$ cat src/rtl/video_pkg.sv
// Shared video timing package: 1024x768 @ 60 Hz defaults and derived totals,
// imported by every screen-side module.
package video_pkg;
  localparam int H_ACTIVE_DEF = 1024;
  localparam int H_FP_DEF     = 24;
  localparam int H_SYNC_DEF   = 136;
  localparam int H_BP_DEF     = 160;
  localparam int V_ACTIVE_DEF = 768;
  localparam int V_FP_DEF     = 3;
  localparam int V_SYNC_DEF   = 6;
  localparam int V_BP_DEF     = 29;

  localparam int H_TOTAL_DEF = H_ACTIVE_DEF + H_FP_DEF + H_SYNC_DEF + H_BP_DEF; // 1344
  localparam int V_TOTAL_DEF = V_ACTIVE_DEF + V_FP_DEF + V_SYNC_DEF + V_BP_DEF; // 806

  localparam int HW = 11; // column counter width
  localparam int VW = 10; // line counter width
  localparam int FW = 6;  // frame counter width

  // One pixel's worth of timing state; every field is registered together
  // so all outputs describe the same (hcount, vcount) point.
  typedef struct packed {
    logic [HW-1:0] hcount;
    logic [VW-1:0] vcount;
    logic          hsync_n;
    logic          vsync_n;
    logic          active;
    logic          new_frame;
    logic [FW-1:0] frame_count;
  } vid_timing_t;
endpackage

$ cat src/rtl/video_sig_gen.sv
// Raster timing generator: pixel/line counters plus syncs, active-area flag,
// start-of-vblank pulse and frame counter, all registered with zero skew.
module video_sig_gen
  import video_pkg::*;
#(
  parameter int H_ACTIVE = H_ACTIVE_DEF,
  parameter int H_FP     = H_FP_DEF,
  parameter int H_SYNC   = H_SYNC_DEF,
  parameter int H_BP     = H_BP_DEF,
  parameter int V_ACTIVE = V_ACTIVE_DEF,
  parameter int V_FP     = V_FP_DEF,
  parameter int V_SYNC   = V_SYNC_DEF,
  parameter int V_BP     = V_BP_DEF
) (
  input  logic          clk,
  input  logic          rst_n,
  output logic [HW-1:0] hcount_out,
  output logic [VW-1:0] vcount_out,
  output logic          hsync_out,
  output logic          vsync_out,
  output logic          active_draw_out,
  output logic          new_frame_out,
  output logic [FW-1:0] frame_count_out
);
  localparam int H_TOTAL = H_ACTIVE + H_FP + H_SYNC + H_BP;
  localparam int V_TOTAL = V_ACTIVE + V_FP + V_SYNC + V_BP;

  // All compare points pre-sized to counter width.
  localparam logic [HW-1:0] H_LAST  = HW'(H_TOTAL - 1);
  localparam logic [VW-1:0] V_LAST  = VW'(V_TOTAL - 1);
  localparam logic [HW-1:0] H_ACT   = HW'(H_ACTIVE);
  localparam logic [VW-1:0] V_ACT   = VW'(V_ACTIVE);
  localparam logic [HW-1:0] HS_BEG  = HW'(H_ACTIVE + H_FP);
  localparam logic [HW-1:0] HS_END  = HW'(H_ACTIVE + H_FP + H_SYNC);
  localparam logic [VW-1:0] VS_BEG  = VW'(V_ACTIVE + V_FP);
  localparam logic [VW-1:0] VS_END  = VW'(V_ACTIVE + V_FP + V_SYNC);

  // Reset parks the counters on the last pixel so the first edge lands on (0,0).
  localparam vid_timing_t RST_VAL = '{
    hcount: H_LAST, vcount: V_LAST, hsync_n: 1'b1, vsync_n: 1'b1,
    active: 1'b0, new_frame: 1'b0, frame_count: '0
  };

  vid_timing_t tim_q, tim_d;
  logic        h_wrap;

  // Next-state: advance counters, then decode every flag from the *next* counts
  // so the flags and counts are registered on the same edge.
  always_comb begin
    tim_d  = tim_q;
    h_wrap = (tim_q.hcount == H_LAST);
    tim_d.hcount = h_wrap ? '0 : tim_q.hcount + HW'(1);
    if (h_wrap) tim_d.vcount = (tim_q.vcount == V_LAST) ? '0 : tim_q.vcount + VW'(1);
    tim_d.hsync_n   = !((tim_d.hcount >= HS_BEG) && (tim_d.hcount < HS_END));
    tim_d.vsync_n   = !((tim_d.vcount >= VS_BEG) && (tim_d.vcount < VS_END));
    tim_d.active    = (tim_d.hcount < H_ACT) && (tim_d.vcount < V_ACT);
    tim_d.new_frame = (tim_d.hcount == H_ACT) && (tim_d.vcount == V_ACT);
    tim_d.frame_count = tim_q.frame_count + {{(FW-1){1'b0}}, tim_d.new_frame};
  end

  // Timing state register; async reset abandons the frame immediately.
  always_ff @(posedge clk or negedge rst_n) begin
    if (!rst_n) tim_q <= RST_VAL;
    else        tim_q <= tim_d;
  end

  assign hcount_out      = tim_q.hcount;
  assign vcount_out      = tim_q.vcount;
  assign hsync_out       = tim_q.hsync_n;
  assign vsync_out       = tim_q.vsync_n;
  assign active_draw_out = tim_q.active;
  assign new_frame_out   = tim_q.new_frame;
  assign frame_count_out = tim_q.frame_count;
endmodule
$ cat config.mk
export PLATFORM = sky130hd
export DESIGN_NAME = video_sig_gen
export DESIGN_NICKNAME = d
export VERILOG_FILES = /design/src/rtl/video_pkg.sv /design/src/rtl/video_sig_gen.sv
export SDC_FILE = /design/constraint.sdc
export NUM_CORES = 1
export LEC_CHECK = 0
export ABC_AREA = 0
export CORE_MARGIN = 2
export CORE_UTILIZATION = 56
export DETAILED_ROUTE_END_ITERATION = 16
export DONT_BUFFER_PORTS = 1
export PLACE_DENSITY_LB_ADDON = 0.25
export SYNTH_ARGS = -nofsm -noshare
export SYNTH_HDL_FRONTEND = slang
export SYNTH_SLANG_ARGS = --single-unit
$ cat constraint.sdc
create_clock -name clk -period 2.95 [get_ports clk]
set_clock_uncertainty 0.1 [all_clocks]
set_input_delay 0.885 -clock clk [delete_from_list [all_inputs] [get_ports clk]]
set_output_delay 0.885 -clock clk [all_outputs]
set_load 0.05 [all_outputs]
==> impl_metrics.csv, run 1 <==
group,metric,value,unit
power,worst_ir_drop_vdd,267,µV
worst_setup_path,reg2reg_slack,-370,ps
worst_setup_path,critPathArrivalTime,3420,ps
worst_hold_path,worst_hold_path_type,"in2async",
synth,yosysMostFrequentCell,"sky130_fd_sc_hd__dfrtp_1",
cts,number_of_h_tree_levels,2,
route,top_metal_used,"met4",
route,vias_after_detailed_routing,1535,
layout,fin_nets,222,
run,drv_cap,0,
sta,final-hold-violation-count,0,
worst_setup_path,crit_chain,"ha_4 > nand4_1 > or3_1 > nor3_4 > o221ai_2 > or4_4 > nor4b_4 > ha_2 > ha_4 > nand3_2 > xnor2_1",
synth,synth-xor-area-share,7.55,%
grt,first_global_vias,1526,
synth,synth.top_cells.by_count,"16 x sky130_fd_sc_hd__dfrtp_1, 15 x sky130_fd_sc_hd__dfstp_2, 10 x sky130_fd_sc_hd__nand3_1, 10 x sky130_fd_sc_hd__nor2_1",
sta,setup_tns,-1440,ps
synth,synthDistinctLibCells,46,
synth,netlist.area_leader.share,23.0,%
cts,cts_hold_buffers,0,
synth,synth_area_leaders,"sky130_fd_sc_hd__dfrtp_1 23%, sky130_fd_sc_hd__dfstp_2 23%, sky130_fd_sc_hd__ha_1 4.3%",
sta,timing.final.crit_share,113,%
grt,grt_first_pass_wirelength,7140,µm
cts,cts_tree,"done",
grt,grt_util_all_layers,27.6,%
synth,synthAdderAreaFrac,4.31,%
synth,mux_contribution_to_synthesized_area,2.37,%
sta,max-slew-margin-rel,60.4,%
power,p_leak,1.01,nW
worst_setup_path,crit_type,"reg2reg",
floorplan,floorplan.die_area,3570,µm²
worst_setup_path,crit_top_cell,"sky130_fd_sc_hd__ha_4",
layout,fillCellCount,188,
outcome,run_status,"finished with violations",
sta,hold_slack,131,ps
synth,flip_flop_and_latch_count_after_synthesis,31,
sta,final-setup-viol-count,6,
synth,synth_area_per_cell,11.0,µm²
cts,clk-insertion-delay-late,330,ps
floorplan,initial_util,58.0,%
synth,synth_edf_count,0,
floorplan,ioPinCount,33,
outcome,violations,"negative setup slack",
layout,postLayoutCoreUtil,77.6,%
worst_setup_path,timing.critical_path.from_type,"register",
floorplan,count_of_standard_cell_rows,20,
worst_setup_path,worst-r2r-cell-count,11,
floorplan,die_width,59.8,µm
worst_setup_path,timing.critical_path.slowest_stage_cell,"sky130_fd_sc_hd__dfstp_4",
worst_setup_path,r2r-end,"frame_count_out[4]",
worst_setup_path,critical_path.max_fanout,5,
cts,cts_inserted_buffers,5,
synth,yosysWarningCount,0,
sta,timing.fmax,0.301,GHz
route,wire_length_after_detailed_routing,4540,µm
synth,synthesis.instances,158,
synth,synth_top_area_cell,"sky130_fd_sc_hd__dfrtp_1",
route,met2_wirelength,2360,µm
cts,cts_root_buffer,"sky130_fd_sc_hd__clkbuf_4",
place,pre_cts_ws,-497,ps
layout,diode_count,0,
power,post-layout-total-power,0.690,mW
synth,fraction_of_the_yosys_area_taken_by_sequential_cells,45.7,%
grt,grt_antenna_before_repair,0,
route,avgViaCountPerCell,6.19,
synth,netlist_area,1740,µm²
synth,async_flop_share,100,%
layout,register_area,818,µm²
worst_setup_path,critPathMaxStageDelay,670,ps
sta,report.final.slew_viol_count,0,
grt,pin_count_of_the_biggest_net_entering_global_routing,32,
route,wl_met1,1810,µm
worst_setup_path,worst-endpoint-required,3050,ps
synth,synth_top_family_by_area,"simple AND/OR/NAND/NOR gates",
worst_setup_path,rr_startpoint,"vcount_out[0]",
cts,ctsLongestPathBuffers,2,
route,detailedRoute.firstPassIterationCount,4,
layout,flow.area_growth_from_synthesis,33.9,%
route,remaining_drc_errors,0,
power,power_density,296,nW/µm²
synth,share_of_the_synthesized_area_in_compound_gates_ao_oa_aoi_oai,8.34,%
route,route.detailed.wl_per_inst,18.3,µm
route,drtAntennaViolNets,0,
grt,grt.overflow.total,0,
synth,basic_gate_share_of_the_synthesized_area_counting_and_or_nand_and_nor_cells,27.1,%
floorplan,core-area,3000,µm²
synth,synth_flop_cell,"sky130_fd_sc_hd__dfrtp_1",
floorplan,dieHeight,59.8,µm
layout,drive_above_1_share,49.8,%
cts,cts.reportedPaths.clkPinSlew,100,ps
sta,final_critical_path_setup_slack,-372,ps
layout,multi_input_comb_area,978,µm²
worst_setup_path,setup.worst_path.end_class,"register",
place,gp_routability_congestion,0.875,
sta,grt_setup_unrepaired,"true",
place,port_buffers,0,
route,met3RoutedLength,232,µm
cts,clock_sink_count,31,
sta,final.min_clock_period,3320,ps
place,place_hpwl,3320,µm
synth,net_count_after_synthesis,166,
sta,max_slew.worst_pin.slew,594,ps
route,number_of_drc_markers_after_the_initial_detailed_route_iteration,56,
==> repair_timing <==
item | in CTS | in global routing
endpoints found under the setup margin | 6 | 6
hold endpoints to repair | 0 | 0
gates resized for setup | 10 | 3
setup buffers | 4 | 2
pin swaps | 12 | 4
==> area by class of cell <==
class                           instances  share of cell area (%)
Clock buffer                            7                    2.36
Clock inverter                          1                   0.215
Inverter                                4                   0.644
Multi-Input combinational cell        117                    42.0
Sequential cell                        31                    35.1
Tap cell                               33                    1.77
Timing Repair Buffer                   55                    17.9
==> kinds of logic after synthesis <==
| family | after synthesis |
|---|---|
| xor+xnor | 15 |
| flops | 31 |
| simple gates | 70 |
| fa+ha+maj | 6 |
| buf+inv | 10 |
| compound gates | 22 |
| mux | 4 |
==> per-stage QoR <==
step | cells | area (µm²)
detailed placement | 234 | 2170
floorplan | 158 | 1830
CTS | 246 | 2300
global route | 248 | 2330
global placement | 234 | 2170
finish | 248 | 2330
==> registers in the layout, indices dropped and copies added, names as in the netlist <==
signal and count:
active_draw_out 1, frame_count_out 6, hcount_out 11, hsync_out 1
new_frame_out 1, vcount_out 10, vsync_out 1
==> metal layers <==
layer,vias to the layer above,track usage [%]
met3,14,6.06
met2,57,47.2
li1,694,-
met5,-,0
met4,0,12.1
met1,770,33.2
==> worst max path at each step <==
stage / start / end / slack [ps]
after floorplan: hcount_out[0] / frame_count_out[4] / -350
final: vcount_out[0] / frame_count_out[4] / -370
after CTS: vcount_out[0] / frame_count_out[5] / -310
after global placement: vcount_out[0] / frame_count_out[5] / -300
after detailed placement: vcount_out[0] / frame_count_out[5] / -500
after global routing: vcount_out[0] / frame_count_out[4] / -530
==> power breakdown <==
part | leakage (nW) | internal [mW] | switching (mW)
clock network | 0.0353 | 0.115 | 0.150
logic | 0.599 | 0 | 0
registers | 0.377 | 0.425 | 0
==> worst max-delay path: cells and delay by family, from the launching register on <==
kind / cells / cell delay, ps
AND/OR/NAND/NOR: 6 / 1600
flip-flops: 1 / 670
adder cells (fa/ha/maj): 3 / 560
XOR/XNOR: 1 / 160
AO/OA/AOI/OAI: 1 / 110
==> cells in the final DEF, fill, tap and decap left out, drive strengths merged, types with 2 or more instances in the layout <==
cell,count
nand3,10
o211ai,2
dfrtp,16
nor3b,3
mux2i,3
nor2b,2
and4,5
nor3,4
o21ai,8
nand2,7
xor2,7
buf,55
or3,4
clkbuf,7
nor2,11
and2,4
dfstp,15
nor4bb,2
inv,4
nand4,9
xnor2,8
or4,3
a21oi,6
ha,6
No activity file was read; power rests on OpenSTA's default activity.
==> inputs of run 2 (changes only) <==
Settings changed: ABC_AREA 0 to 1.
==> impl_metrics.csv, run 2 <==
group,metric,value,unit
outcome,run_status,"finished, final reports clean",
grt,grt.overflow.total,0,
worst_setup_path,crit_top_cell,"sky130_fd_sc_hd__nand2_1",
sta,timing.final.crit_share,94.0,%
synth,netlist.area_leader.share,21.4,%
route,drtAntennaViolNets,0,
synth,yosysWarningCount,0,
synth,synthesis.instances,260,
place,port_buffers,0,
grt,grt_util_all_layers,25.0,%
cts,number_of_h_tree_levels,2,
synth,yosysMostFrequentCell,"sky130_fd_sc_hd__nand2_1",
worst_setup_path,crit_type,"reg2reg",
worst_setup_path,timing.critical_path.slowest_stage_cell,"sky130_fd_sc_hd__dfstp_2",
worst_setup_path,critical_path.max_fanout,5,
synth,synth_area_per_cell,7.18,µm²
layout,flow.area_growth_from_synthesis,20.7,%
synth,async_flop_share,100,%
sta,final.min_clock_period,2770,ps
route,route.detailed.wl_per_inst,13.2,µm
grt,grt_first_pass_wirelength,7010,µm
synth,synthDistinctLibCells,24,
layout,diode_count,0,
worst_setup_path,critPathArrivalTime,2880,ps
synth,synth_top_area_cell,"sky130_fd_sc_hd__dfrtp_1",
power,power.share.switching,20.9,%
floorplan,core-area,3100,µm²
floorplan,count_of_standard_cell_rows,20,
synth,netlist_area,1870,µm²
worst_setup_path,critical_path_buf_inv_count,1,
place,placement.cell_area,2060,µm²
layout,drive_above_1_share,27.3,%
power,worst_ir_drop_vdd,279,µV
worst_setup_path,cpLargestDelayFamily,"simple AND/OR/NAND/NOR gates",
power,p_leak,1.14,nW
sta,max-slew-margin-rel,62.1,%
route,vias_after_detailed_routing,1791,
place,gp_routability_congestion,0.900,
worst_setup_path,timing.critical_path.from_type,"register",
synth,fraction_of_the_yosys_area_taken_by_sequential_cells,42.6,%
route,remaining_drc_errors,0,
layout,layout.cells.most_common_list,"87 x sky130_fd_sc_hd__nand2_1, 38 x sky130_fd_sc_hd__inv_1, 29 x sky130_fd_sc_hd__buf_4",
sta,final-hold-violation-count,0,
layout,final_common_cell,"sky130_fd_sc_hd__nand2_1",
cts,cts_root_buffer,"sky130_fd_sc_hd__clkbuf_4",
power,netSwitchingPower,0.143,mW
worst_setup_path,critPathMaxStageDelay,570,ps
synth,synth_area_leaders,"sky130_fd_sc_hd__dfrtp_1 21%, sky130_fd_sc_hd__dfstp_2 21%, sky130_fd_sc_hd__nand2_1 18%",
sta,timing.fmax,0.361,GHz
worst_setup_path,reg2reg_slack,180,ps
cts,cts_tree,"done",
floorplan,floorplan.die_area,3810,µm²
worst_setup_path,worst-endpoint-required,3060,ps
floorplan,die_width,61.7,µm
route,detailedRoute.firstPassIterationCount,4,
worst_setup_path,setup.worst_path.start,"hcount_out[0]",
layout,largest_register_ffs,11,
power,post-layout-total-power,0.684,mW
worst_hold_path,worst_hold_path_type,"in2async",
sta,hold_slack,132,ps
sta,final-setup-viol-count,0,
power,power_density,304,nW/µm²
layout,fin_nets,304,
route,avgViaCountPerCell,5.25,
route,number_of_drc_markers_after_the_initial_detailed_route_iteration,147,
cts,clk-insertion-delay-late,330,ps
worst_setup_path,r2r-end,"frame_count_out[4]",
power,share_of_total_power_in_the_clock_network,37.8,%
synth,synth.top_cells.by_count,"89 x sky130_fd_sc_hd__nand2_1, 38 x sky130_fd_sc_hd__inv_1, 31 x sky130_fd_sc_hd__nor2_1",
power,share_seq_of_total_power,62.2,%
synth,net_count_after_synthesis,268,
power,power_report.internal_total,0.541,mW
sta,report.final.slew_viol_count,0,
cts,cts.reportedPaths.clkPinSlew,110,ps
worst_setup_path,setup.worst_path.end_class,"register",
grt,pin_count_of_the_biggest_net_entering_global_routing,32,
cts,cts_hold_buffers,0,
synth,synth_flop_cell,"sky130_fd_sc_hd__dfrtp_1",
synth,synth_edf_count,0,
place,place_hpwl,3250,µm
layout,postLayoutCoreUtil,72.6,%
floorplan,dieHeight,61.7,µm
power,power.share.combinational,0,%
grt,grt_antenna_before_repair,0,
route,wire_length_after_detailed_routing,4510,µm
cts,cts_inserted_buffers,5,
layout,postLayoutCellArea,2250,µm²
worst_setup_path,crit_chain,"ha_4 > nand2_2 > nor2_4 > nand2_4 > nor2_4 > buf_4 > nand3_1 > nand2_1 > nand2_1 > nor2_1 > nand2_1 > nor2_2 > ha_2 > ha_1 > nand3_1 > xor2_1",
floorplan,ioPinCount,33,
floorplan,initial_util,60.2,%
worst_setup_path,rr_startpoint,"hcount_out[0]",
grt,first_global_vias,1551,
cts,clock_sink_count,31,
cts,ctsLongestPathBuffers,2,
run,drv_cap,0,
sta,max_slew.worst_pin.slew,568,ps
synth,flip_flop_and_latch_count_after_synthesis,31,
worst_setup_path,worst-r2r-cell-count,16,
[run 2: layout make-up]
type	instances	area, µm²
timing repair buffer	29	218
clock inverter	1	5.00
sequential	31	795
inverter	40	150
clock buffer	7	55.1
multi-input combinational	189	976
tap	44	55.1
fill	254	850
[run 2: layer usage]
layer	vias up	part of all wire (%)	track usage, %
li1	878	-	-
met1	837	44	36.0
met2	67	48	37.4
met3	9	6.6	6.00
met4	0	1.4	7.90
met5	-	0	0
[run 2: repair_timing]
item,4_1_cts,5_1_grt
setup endpoints to repair,0,4
endpoints found under the hold margin,0,0
gates resized for setup,0,19
buffers inserted,0,7
[run 2: stage by stage]
| step | instances | TNS, ps | setup slack [ps] |
|---|---|---|---|
| final | 341 | 0 | 177 |
| after global routing | 341 | -56.4 | -56.4 |
| after CTS | 332 | 0 | 5.66 |
| after floorplan | 260 | 0 | 145 |
| after global placement | 324 | 0 | 137 |
| after detailed placement | 324 | 0 | 25.5 |
[run 2: power groups by stage]
stage / logic, mW / clock network, mW / registers, mW
global route: 0.000000733 / 0.281 / 0.426
CTS: 0.000000695 / 0.263 / 0.426
detailed placement: 0.000000695 / 0 / 0.433
finish: 0.000000733 / 0.258 / 0.426
floorplan: 0.000000591 / 0 / 0.433
global placement: 0.000000695 / 0 / 0.433
[run 2: kinds of logic (layout without fill, tap and decap cells)]
family | after synthesis | count (layout) | share of synthesized area [%]
buf+inv | 42 | 77 | 9.25
xor+xnor | 7 | 7 | 3.28
fa+ha+maj | 6 | 6 | 4.02
simple gates | 162 | 164 | 37.3
flops | 31 | 31 | 42.6
compound gates | 12 | 12 | 3.55
[run 2: how the worst max path moves through the flow]
| stage | endpoint | slack (ps) | cells after the start |
|---|---|---|---|
| final | frame_count_out[4] | 180 | 16 |
| after global routing | frame_count_out[5] | -60 | 16 |
| after CTS | frame_count_out[5] | 6 | 11 |
| after detailed placement | frame_count_out[5] | 30 | 11 |
| after global placement | frame_count_out[4] | 140 | 11 |
| after floorplan | frame_count_out[4] | 150 | 16 |
==> inputs of run 3 (changes only) <==
Settings changed: ABC_AREA 1 to default, CORE_UTILIZATION 56 to 59, CTS_BUF_LIST from default to sky130_fd_sc_hd__clkbuf_8.
==> impl_metrics.csv, run 3 (synthesized netlist as in run 1, its figures left out) <==
group,metric,value,unit
route,route.detailed.wl_per_inst,22.4,µm
power,power_report.internal_total,0.699,mW
layout,fin_nets,227,
power,power.share.switching,19.9,%
layout,final_common_cell,"sky130_fd_sc_hd__buf_4",
floorplan,floorplan.die_area,3400,µm²
worst_setup_path,critPathMaxStageDelay,650,ps
floorplan,dieHeight,58.3,µm
power,share_of_total_power_in_the_clock_network,51.2,%
grt,grt.overflow.total,0,
worst_hold_path,worst_hold_path_type,"in2async",
layout,flow.area_growth_from_synthesis,41.4,%
worst_setup_path,cpLargestDelayFamily,"simple AND/OR/NAND/NOR gates",
sta,max-slew-margin-rel,57.2,%
place,gp_routability_congestion,0.897,
floorplan,ioPinCount,33,
route,remaining_drc_errors,0,
route,vias_after_detailed_routing,1643,
sta,timing.fmax,0.300,GHz
grt,grt_first_pass_wirelength,8690,µm
floorplan,core-area,2780,µm²
power,power_density,354,nW/µm²
power,post-layout-total-power,0.872,mW
floorplan,die_width,58.3,µm
sta,grt_setup_unrepaired,"true",
route,detailedRoute.firstPassIterationCount,4,
grt,first_global_vias,1709,
cts,cts_root_buffer,"sky130_fd_sc_hd__clkbuf_8",
place,place_hpwl,3270,µm
sta,max_slew.worst_pin.slew,642,ps
route,drtAntennaViolNets,0,
cts,ctsLongestPathBuffers,2,
sta,final_critical_path_setup_slack,-385,ps
worst_setup_path,setup.worst_path.end_class,"register",
power,power.share.combinational,0,%
power,netSwitchingPower,0.173,mW
sta,final-setup-viol-count,5,
layout,drive_above_1_share,52.7,%
power,p_leak,1.09,nW
route,wire_length_after_detailed_routing,5620,µm
worst_setup_path,worst-endpoint-required,3000,ps
outcome,violations,"negative setup slack",
cts,number_of_h_tree_levels,2,
sta,timing.final.crit_share,113,%
layout,diode_count,0,
layout,largest_register_ffs,11,
cts,cts_tree,"done",
outcome,run_status,"finished with violations",
grt,grt_util_all_layers,35.1,%
sta,final.min_clock_period,3330,ps
cts,clock_sink_count,31,
grt,pin_count_of_the_biggest_net_entering_global_routing,32,
worst_setup_path,timing.critical_path.slowest_stage_cell,"sky130_fd_sc_hd__or4_2",
route,number_of_drc_markers_after_the_initial_detailed_route_iteration,142,
sta,setup_tns,-1540,ps
sta,report.final.slew_viol_count,0,
floorplan,initial_util,62.6,%
worst_setup_path,crit_top_cell,"sky130_fd_sc_hd__buf_4",
route,avgViaCountPerCell,6.55,
power,worst_ir_drop_vdd,550,µV
worst_setup_path,critical_path_buf_inv_count,2,
place,port_buffers,0,
floorplan,count_of_standard_cell_rows,19,
worst_setup_path,critPathArrivalTime,3380,ps
worst_setup_path,timing.critical_path.from_type,"register",
cts,cts_inserted_buffers,5,
worst_setup_path,critical_path.max_fanout,5,
cts,cts.reportedPaths.clkPinSlew,70,ps
worst_setup_path,crit_chain,"and4_4 > nand4_4 > buf_4 > or4_2 > o211ai_1 > or4_4 > nor4b_4 > ha_2 > ha_4 > buf_4 > xor2_1",
sta,final-hold-violation-count,0,
worst_setup_path,crit_type,"reg2reg",
power,share_seq_of_total_power,48.8,%
run,drv_cap,0,
cts,clk-insertion-delay-late,290,ps
grt,grt_antenna_before_repair,0,
layout,layout.cells.most_common_list,"58 x sky130_fd_sc_hd__buf_4, 15 x sky130_fd_sc_hd__dfrtp_1, 9 x sky130_fd_sc_hd__nor2_1, 9 x sky130_fd_sc_hd__dfstp_2",
run 3: cell count changes in the layout (fill, tap and decap cells not counted), moves of 8 or more:
cell / before / now
sky130_fd_sc_hd__nand2_1: 87 / 7
sky130_fd_sc_hd__inv_1: 38 / 4
sky130_fd_sc_hd__buf_4: 29 / 58
sky130_fd_sc_hd__nor2_1: 24 / 9
sky130_fd_sc_hd__nand3_1: 22 / 8
sky130_fd_sc_hd__nor2_2: 9 / 1
run 3: per-stage QoR:
stage | hold WS (ps) | cell area (µm²) | setup slack [ps] | instances | utilization, %
after floorplan | 489 | 1830 | -354 | 158 | -
after CTS | 180 | 2420 | -309 | 249 | 87.1
final | 178 | 2460 | -385 | 251 | 88.5
after global routing | 169 | 2460 | -519 | 251 | 88.5
after global placement | 485 | 2180 | -265 | 233 | 78.5
after detailed placement | 474 | 2180 | -418 | 233 | 78.5
run 3: layout make-up:
type                    count  area [µm²]
repair buffers             60         467
inverters                   4        15.0
clock inverters             2        35.0
clock buffers               6        82.6
fillers                   130         320
multi-input cells         117        1000
flip-flops and latches     31         818
well taps                  31        38.8
run 3: power by group through the flow:
| stage | combinational [mW] | clock (mW) | sequential, mW |
|---|---|---|---|
| 2_1_floorplan | 0.000000348 | 0 | 0.433 |
| 3_3_place_gp | 0.000000572 | 0 | 0.433 |
| 3_5_place_dp | 0.000000572 | 0 | 0.433 |
| 4_1_cts | 0.000000628 | 0.440 | 0.426 |
| 5_1_grt | 0.000000650 | 0.462 | 0.425 |
| 6_report | 0.000000650 | 0.446 | 0.425 |
run 3: final timing paths:
path / from / endpoint / slack (ps) / cells past startpoint
worst max-delay path: hcount_out[4] / frame_count_out[2] / -380 / 11
worst min-delay path: rst_n / hcount_out[6] / 180 / 0
worst max register to register: hcount_out[4] / frame_count_out[2] / -380 / 11
worst min register to register: vcount_out[1] / vcount_out[1] / 500 / 2
max in group asynchronous: rst_n / vsync_out / 2380 / 0
min in group clk: vcount_out[1] / vcount_out[1] / 500 / 2
run 3: layer usage:
metal / vias up / wire length [µm] / track usage (%)
met4: 0 / 238 / 15.0
met5: - / 0 / 0
li1: 693 / - / -
met1: 813 / 2160 / 43.1
met2: 111 / 2810 / 59.4
met3: 26 / 413 / 7.91
run 3: timing repair:
item / in CTS / in global routing
hold buffers: 0 / 0
buffers inserted: 8 / 2
setup endpoints to repair: 6 / 6
pin swaps: 11 / 8
resized for setup: 13 / 5
